$ cat config.mk
export PLATFORM = sky130hd
export DESIGN_NAME = txpause
export DESIGN_NICKNAME = d
export VERILOG_FILES = /design/src/rtl/txpause.sv
export SDC_FILE = /design/constraint.sdc
export NUM_CORES = 1
export LEC_CHECK = 0
export ABC_AREA = 1
export CORE_AREA = 2 2 110 112
export DETAILED_ROUTE_END_ITERATION = 8
export DIE_AREA = 0 0 112 114
export GPL_ROUTABILITY_DRIVEN = 0
export GPL_TIMING_DRIVEN = 0
export PLACE_DENSITY = 0.8
export SYNTH_ARGS = -nofsm -noshare
export SYNTH_HDL_FRONTEND = slang
export SYNTH_SLANG_ARGS = --single-unit
$ cat constraint.sdc
create_clock -name clk -period 2.3 [get_ports clk]
set_input_delay 0.23 -clock clk [delete_from_list [all_inputs] [get_ports clk]]
set_output_delay 0.23 -clock clk [all_outputs]
set_load 0.005 [all_outputs]
$ cat src/rtl/txpause.sv
// 802.3x PAUSE inserter on the 64-bit TX stream: XOFF/XON frames at packet boundaries, user frames held while partner-paused.
// One bubble per IDLE decision; DATA is a zero-latency pass-through; PAUSE beats hold under m_tready low.
module txpause (
  input  logic        clk,
  input  logic        rst,
  input  logic        cfg_tx_pause_enable,
  input  logic [47:0] cfg_src_mac,
  input  logic [15:0] cfg_pause_quanta,
  input  logic [23:0] cfg_refresh_cycles,
  input  logic        pause_req,
  input  logic        rx_pause_active,
  input  logic [63:0] s_tdata,
  input  logic [7:0]  s_tkeep,
  input  logic        s_tvalid,
  input  logic        s_tlast,
  output logic        s_tready,
  output logic [63:0] m_tdata,
  output logic [7:0]  m_tkeep,
  output logic        m_tvalid,
  output logic        m_tlast,
  input  logic        m_tready,
  output logic        tx_pause_sent
);

  typedef enum logic [1:0] {
    ST_IDLE,
    ST_DATA,
    ST_PAUSE
  } state_t;

  state_t      state_q, state_d;
  logic        pause_req_q, pause_req_d;
  logic        xoff_pend_q, xoff_pend_d;
  logic        xon_pend_q, xon_pend_d;
  logic [23:0] timer_q, timer_d;
  logic [2:0]  beat_q, beat_d;
  logic [15:0] quanta_q, quanta_d;

  logic        start_pause;
  logic        req_rise, req_fall;
  logic        refresh_on, refresh_hit;
  logic [63:0] pause_beat;

  always_comb begin
    pause_req_d = pause_req;
    req_rise    = pause_req & ~pause_req_q;
    req_fall    = ~pause_req & pause_req_q;
    refresh_on  = pause_req & cfg_tx_pause_enable & (cfg_refresh_cycles != 24'd0);
    refresh_hit = refresh_on & (timer_q == cfg_refresh_cycles - 24'd1);

    if (req_rise || refresh_hit || !refresh_on) begin
      timer_d = 24'd0;
    end else begin
      timer_d = timer_q + 24'd1;
    end

    xoff_pend_d = xoff_pend_q;
    xon_pend_d  = xon_pend_q;
    // Consume first so that an edge landing on the entry cycle still queues a new frame.
    if (start_pause) begin
      if (xon_pend_q) begin
        xon_pend_d = 1'b0;
      end else begin
        xoff_pend_d = 1'b0;
      end
    end
    if (req_rise || refresh_hit) begin
      xoff_pend_d = 1'b1;
    end
    if (req_rise) begin
      xon_pend_d = 1'b0;
    end
    if (req_fall) begin
      xon_pend_d  = 1'b1;
      xoff_pend_d = 1'b0;
    end
    if (!cfg_tx_pause_enable) begin
      xoff_pend_d = 1'b0;
      xon_pend_d  = 1'b0;
    end
  end

  // Byte n of a beat sits at [8n+7:8n]; SA byte 0 is cfg_src_mac[47:40].
  always_comb begin
    pause_beat = 64'd0;
    case (beat_q)
      3'd0: pause_beat = {cfg_src_mac[39:32], cfg_src_mac[47:40],
                          8'h01, 8'h00, 8'h00, 8'hC2, 8'h80, 8'h01};
      3'd1: pause_beat = {8'h01, 8'h00, 8'h08, 8'h88,
                          cfg_src_mac[7:0], cfg_src_mac[15:8],
                          cfg_src_mac[23:16], cfg_src_mac[31:24]};
      3'd2: pause_beat = {48'd0, quanta_q[7:0], quanta_q[15:8]};
      default: pause_beat = 64'd0;
    endcase
  end

  always_comb begin
    state_d       = state_q;
    beat_d        = beat_q;
    quanta_d      = quanta_q;
    start_pause   = 1'b0;
    s_tready      = 1'b0;
    m_tvalid      = 1'b0;
    m_tdata       = 64'd0;
    m_tkeep       = 8'd0;
    m_tlast       = 1'b0;
    tx_pause_sent = 1'b0;
    case (state_q)
      ST_IDLE: begin
        if (cfg_tx_pause_enable && (xoff_pend_q || xon_pend_q)) begin
          state_d     = ST_PAUSE;
          start_pause = 1'b1;
          beat_d      = 3'd0;
          quanta_d    = xon_pend_q ? 16'h0000 : cfg_pause_quanta;
        end else if (s_tvalid && !rx_pause_active) begin
          state_d = ST_DATA;
        end
      end
      ST_DATA: begin
        m_tdata  = s_tdata;
        m_tkeep  = s_tkeep;
        m_tvalid = s_tvalid;
        m_tlast  = s_tlast;
        s_tready = m_tready;
        if (s_tvalid && m_tready && s_tlast) begin
          state_d = ST_IDLE;
        end
      end
      ST_PAUSE: begin
        m_tvalid = 1'b1;
        m_tdata  = pause_beat;
        m_tkeep  = (beat_q == 3'd7) ? 8'h0F : 8'hFF;
        m_tlast  = (beat_q == 3'd7);
        if (m_tready) begin
          beat_d = beat_q + 3'd1;
          if (beat_q == 3'd7) begin
            state_d       = ST_IDLE;
            tx_pause_sent = 1'b1;
          end
        end
      end
      default: state_d = ST_IDLE;
    endcase
  end

  always_ff @(posedge clk) begin
    if (rst) begin
      state_q     <= ST_IDLE;
      pause_req_q <= 1'b0;
      xoff_pend_q <= 1'b0;
      xon_pend_q  <= 1'b0;
      timer_q     <= 24'd0;
      beat_q      <= 3'd0;
      quanta_q    <= 16'd0;
    end else begin
      state_q     <= state_d;
      pause_req_q <= pause_req_d;
      xoff_pend_q <= xoff_pend_d;
      xon_pend_q  <= xon_pend_d;
      timer_q     <= timer_d;
      beat_q      <= beat_d;
      quanta_q    <= quanta_d;
    end
  end

endmodule

* Yosys cells after proc, flatten, opt, wreduce, memory -nomap -nowiden
Index checks and enable logic that the tools add are counted.
** Word-level totals
- Bits in writable memories :: 0
- Bits of input ports :: 168
- Output and inout port bits :: 76
- Memories :: 0
- Flip-flop bits (word level) :: 48
- Bits in read-only memories :: 0
- Word-level logic and storage cells :: 80
- Latch bits :: 0
** Cells by class
- Add/sub/neg operators :: 3
- Magnitude comparators :: 0
- Shifts and indexed selects :: 0
- Divide/modulo/power cells :: 0
- Bitwise gates (word level) :: 8
- Muxes and demuxes :: 28
- Reduce and logical (&&, ||, !) cells :: 22
- Multipliers :: 0
- Equality and inequality tests :: 12
** Operator list (number)
- 64-bit one-hot mux with 3 select lines :: 1
- 64-bit one-hot mux with 2 select lines :: 1
- 24-bit by 1-bit adder with 24-bit output, second input constant :: 1
- 24-bit equality test :: 1
- 24-bit nonzero test :: 1
- 24-bit by 1-bit subtractor with 24-bit output, second input constant :: 1
- 16-bit 2-to-1 mux :: 1
- 8-bit one-hot mux with 2 select lines :: 1
- 1-bit 2-to-1 mux :: 12
- 2-bit 2-to-1 mux :: 5
- 8-bit 2-to-1 mux :: 1
- 2-bit != test, second input constant :: 4
- 3-bit 2-to-1 mux :: 2
- 2-bit one-hot mux with 3 select lines :: 1
- 3-bit one-hot mux with 2 select lines :: 1
- 1-bit bitwise AND :: 5
- 1-bit logical AND :: 4
- 1-bit one-hot mux with 2 select lines :: 2
- 2-bit AND reduction :: 2
- 4-bit AND reduction :: 1
- 2-bit nonzero test :: 2
- 2-bit OR reduction :: 2
- 3-bit by 1-bit adder with 3-bit output, second input constant :: 1
- 3-bit by 1-bit equality test with 1-bit output, second input constant :: 1
- other kinds (14) :: 19

* Depth between registers and ports, before layout
- Word-level depth :: 7
- Gate-level depth with buffers :: 17
- Mapped depth without buffers :: 17

* Worst setup path after synthesis
OpenSTA, ideal clock, no wires.
- Kind :: flip-flop to output port
- Start point :: register state_q[0]
- End point :: output m_tdata[52]
- Data required time :: 2.070 ns
- Buffers on the path :: 2
- Data arrival time :: 1.661 ns
- Path slack :: 0.409 ns
- Cell stages (with the launch flop) :: 9
- Cells stage by stage :: dfxtp_1 inv_1 ha_1 inv_1 clkbuf_1 nor2_1 buf_2 nand2_1 a21oi_1
** On the way
- Longest elaborated chain between the ends :: 2
- Elaborated cells on any way between the ends :: 3
- Those cells by class :: eq/ne: 2; mux: 1
** RTL lines
- start: declaration :: line 31 : state_t state_q, state_d;
- start signal: assignment :: line 156 : state_q <= state_d;
- 2-bit equality test or 2-bit by 1-bit equality test with 1-bit output (tied branches) :: line 108 : case (state_q)
- 64-bit one-hot mux with 2 select lines (*) :: line 108
- end: declaration :: line 17 : output logic [63:0] m_tdata,
Mark *: on every way between the ends. The rest lies on a longest branch, timed or not.

* Worst setup path after layout
- Start point :: register state_q[0]
- End point :: output m_tdata[50]
The elaborated chain is that of the path after synthesis.

==> impl_metrics.env <==
export IMPL_max_cap_violations=0
export IMPL_dpl_cell_area_um2=7124
export IMPL_firstDrtPassIters=5
export IMPL_synth_async_reset_ratio_pct=0
export IMPL_io_pins=244
export IMPL_min_path_type="in -> reg"
export IMPL_start_util_pct=38.58
export IMPL_io_buffers=242
export IMPL_critPathBufInv=5
export IMPL_synth_compound_area_share_pct=12.63
export IMPL_fin_nets=1235
export IMPL_critPathTopFamily="buffers and inverters"
export IMPL_hold_violations=0
export IMPL_clk_pin_slew_worst_paths_ns=0.06
export IMPL_synth_xor_area_share_pct=6.979
export IMPL_synth_fa_ha_area_share_pct=3.046
export IMPL_grt_pass1_wl_um=27990
export IMPL_cp_end_kind="output pin"
export IMPL_finalSetupViolCount=0
export IMPL_finalWirelength_um=19520
export IMPL_core_um2=11710
export IMPL_p_total_mw=3.152
export IMPL_cts_inserted_buffers=5
export IMPL_insertion_delay_ns=0.28
export IMPL_maxSlewViolCount=0
export IMPL_drt_drc_violations_left=0
export IMPL_path_max_fanout=7
export IMPL_grt_max_degree=14
export IMPL_power_density_nw_per_um2=404.4
export IMPL_overflow=0
export IMPL_syn_nets=965
export IMPL_yosysSeqAreaShare_pct=21.27
export IMPL_synthCells=786
export IMPL_peakVddDrop_uv=288.6
export IMPL_synth_cell_types=40
export IMPL_tightest_slew_ns=0.4664
export IMPL_synth_top_family_by_area="simple AND/OR/NAND/NOR gates"
export IMPL_clk_path_buf_depth=2
export IMPL_antenna_found_initial=2
export IMPL_timing_final_crit_share_pct=97.35
export IMPL_power_leakage_nw=3.718
export IMPL_final_area_um2=7792
export IMPL_worstPathCellList="inv_4, ha_4, clkinvlp_4, nor2_4, buf_6, buf_4, nand2_1, a21oi_2, dlygate4sd2_1"
export IMPL_critPathKind="reg -> out"
export IMPL_crit_arrival_ns=2.01
export IMPL_netlist_area_um2=4518
export IMPL_cts_sinks=48
export IMPL_htree_levels=2
export IMPL_critPathRequiredTime_ns=2.07
export IMPL_status="finished clean"
export IMPL_area_growth_pct=72.47
export IMPL_synth_simple_gate_area_share_pct=45.06
export IMPL_layout_min_cycle_time_ns=2.239
export IMPL_dp_cells=1175
export IMPL_tritoncts="done"
export IMPL_rsz0062_at_grt="true"
export IMPL_synth_flop_cell="dfxtp_1"
export IMPL_crit_path_start_kind="register"
export IMPL_layout_cells_non_filler=1205
export IMPL_via_per_inst=5.044
export IMPL_cpMaxStageDelayCell="dfxtp_4"
export IMPL_fp_row_count=40
export IMPL_grtUsageTotal_pct=27.77
export IMPL_drtIter0Drc=480
export IMPL_fin_worst_skew_ns=0.005169
export IMPL_die_width_um=112
export IMPL_root_buffer="clkbuf_16"
export IMPL_slowest_delay_ns=0.36
export IMPL_synth_edf_count=0
export IMPL_layout_drive_gt1_share_pct=12.31
export IMPL_die_area_um2=12770
export IMPL_ant_nets=0
export IMPL_grt_pass1_vias=5354
export IMPL_vias=6078
export IMPL_place_detailed_hpwl_um=15650
export IMPL_yosys_register_bits=48
export IMPL_drt_wirelength_per_cell_um=16.20
export IMPL_syn_area_per_cell_um2=5.748
export IMPL_finalSetupTns_ns=0
export IMPL_ys_warn_count=0
export IMPL_fmax_mhz=446.6
export IMPL_max_slew_margin_rel_pct=68.91
export IMPL_synthMuxAreaShare_pct=0
export IMPL_die_h_um=114
==> repair_timing <==
action,CTS,global route
hold buffers,0,0
gates resized for setup,93,65
buffers inserted,12,11
setup endpoints to repair,95,68
gates cloned,0,3
pin swaps,8,7
==> state kept, by name, summed over array words and instances (netlist names) <==
| signal | count |
|---|---|
| beat_q | 3 |
| timer_q | 24 |
| pause_req_q | 1 |
| xon_pend_q | 1 |
| xoff_pend_q | 1 |
| state_q | 2 |
| quanta_q | 16 |
==> worst reg2reg max path, delay by kind of cell, from the launching register on <==
| kind | cells | cell delay (ns) |
|---|---|---|
| DFF | 1 | 0.39 |
| and+or+nand+nor | 7 | 1.15 |
| buffers and inverters | 1 | 0.05 |
| xor gates and xnor gates | 1 | 0.16 |
| adders and majority gates | 1 | 0.21 |
==> synthesized netlist by cell type (3+ instances only) <==
cell type,number,area (um^2)
a211oi_1,6,45.04
a21oi_1,79,395.4
clkbuf_1,30,112.6
clkbuf_2,3,15.01
dfxtp_1,48,960.9
ha_1,11,137.6
inv_1,87,326.6
nand2_1,210,788.3
nand2_2,4,25.02
nand3_1,92,460.4
nand3b_1,4,30.03
nand4_1,10,62.56
nor2_1,104,390.4
nor2_2,19,118.9
nor2_4,3,33.78
nor3_1,3,15.01
nor4_1,3,18.77
o21ai_0,6,30.03
o21ai_1,3,15.01
xnor2_1,6,52.55
xor2_1,30,262.8
==> kinds of logic after synthesis <==
kind of cell | Yosys count
compound gates | 105
flops | 48
simple gates | 459
xor+xnor | 36
fa+ha+maj | 11
buf+inv | 127
==> cell usage in the layout, fill, tap and decap left out, drive strengths merged <==
| cell type | count |
|---|---|
| o22ai | 1 |
| nand2 | 215 |
| o31ai | 1 |
| clkinv | 3 |
| nor3b | 1 |
| clkdlybuf4s50 | 187 |
| a221oi | 2 |
| xnor2 | 6 |
| clkbuf | 31 |
| dfxtp | 48 |
| nand3b | 4 |
| a211oi | 6 |
| a31oi | 2 |
| dlymetal6s2s | 31 |
| nor2 | 127 |
| inv | 86 |
| nor4 | 3 |
| diode | 2 |
| nor3 | 6 |
| clkinvlp | 1 |
| xor2 | 30 |
| o21bai | 1 |
| a31o | 1 |
| nand4 | 10 |
| a21oi | 79 |
| ha | 11 |
| buf | 34 |
| a22oi | 1 |
| o32ai | 1 |
| nand3 | 93 |
| o21ai | 10 |
| dlygate4sd2 | 24 |
==> cell type report <==
class	instances	area [um^2]
tap	147	183.9
inverter	89	340.3
timing repair buffer	268	2693
sequential	48	969.7
fill	1054	3919
antenna	2	5.005
buffer	33	227.7
multi-input combinational	611	3239
clock buffer	6	128.9
clock inverter	1	5.005
==> through the flow <==
stage,util [%],setup slack (ns),hold slack (ns)
after floorplan,-,0.4095,0.3661
after global placement,60.83,-0.6879,0.4519
after detailed placement,60.83,-0.7261,0.4565
after CTS,64.29,-0.07390,0.3415
after global routing,66.54,-0.02580,0.3892
final,66.54,0.06103,0.3269
==> report_power, final <==
part	switching (mW)	leakage, nW	total [mW]	internal [mW]
clock	0.296	0.0667	0.692	0.396
combinational	0.805	3.26	1.56	0.758
sequential	0.0316	0.390	0.896	0.865
total	1.13	3.72	3.15	2.02
==> per-layer routing <==
layer  wire length [um]  GRT usage [%]
met3               1446          5.048
met1               7707          33.51
met4                493          8.293
met2               9876          50.46
met5                  0              0
==> final timing paths <==
| check | from | endpoint | slack, ns | cells after the start |
|---|---|---|---|---|
| max reg2reg | timer_q[0]$_SDFF_PP0_ | timer_q[22]$_SDFF_PP0_ | 0.27 | 10 |
| min | rst | beat_q[0]$_SDFFE_PP0P_ | 0.33 | 2 |
| min reg2reg | quanta_q[6]$_SDFFE_PP0P_ | quanta_q[6]$_SDFFE_PP0P_ | 0.47 | 2 |
| max | state_q[0]$_SDFFE_PP0P_ | m_tdata[50] | 0.06 | 9 |
Power figures use the tool's default switching activity.
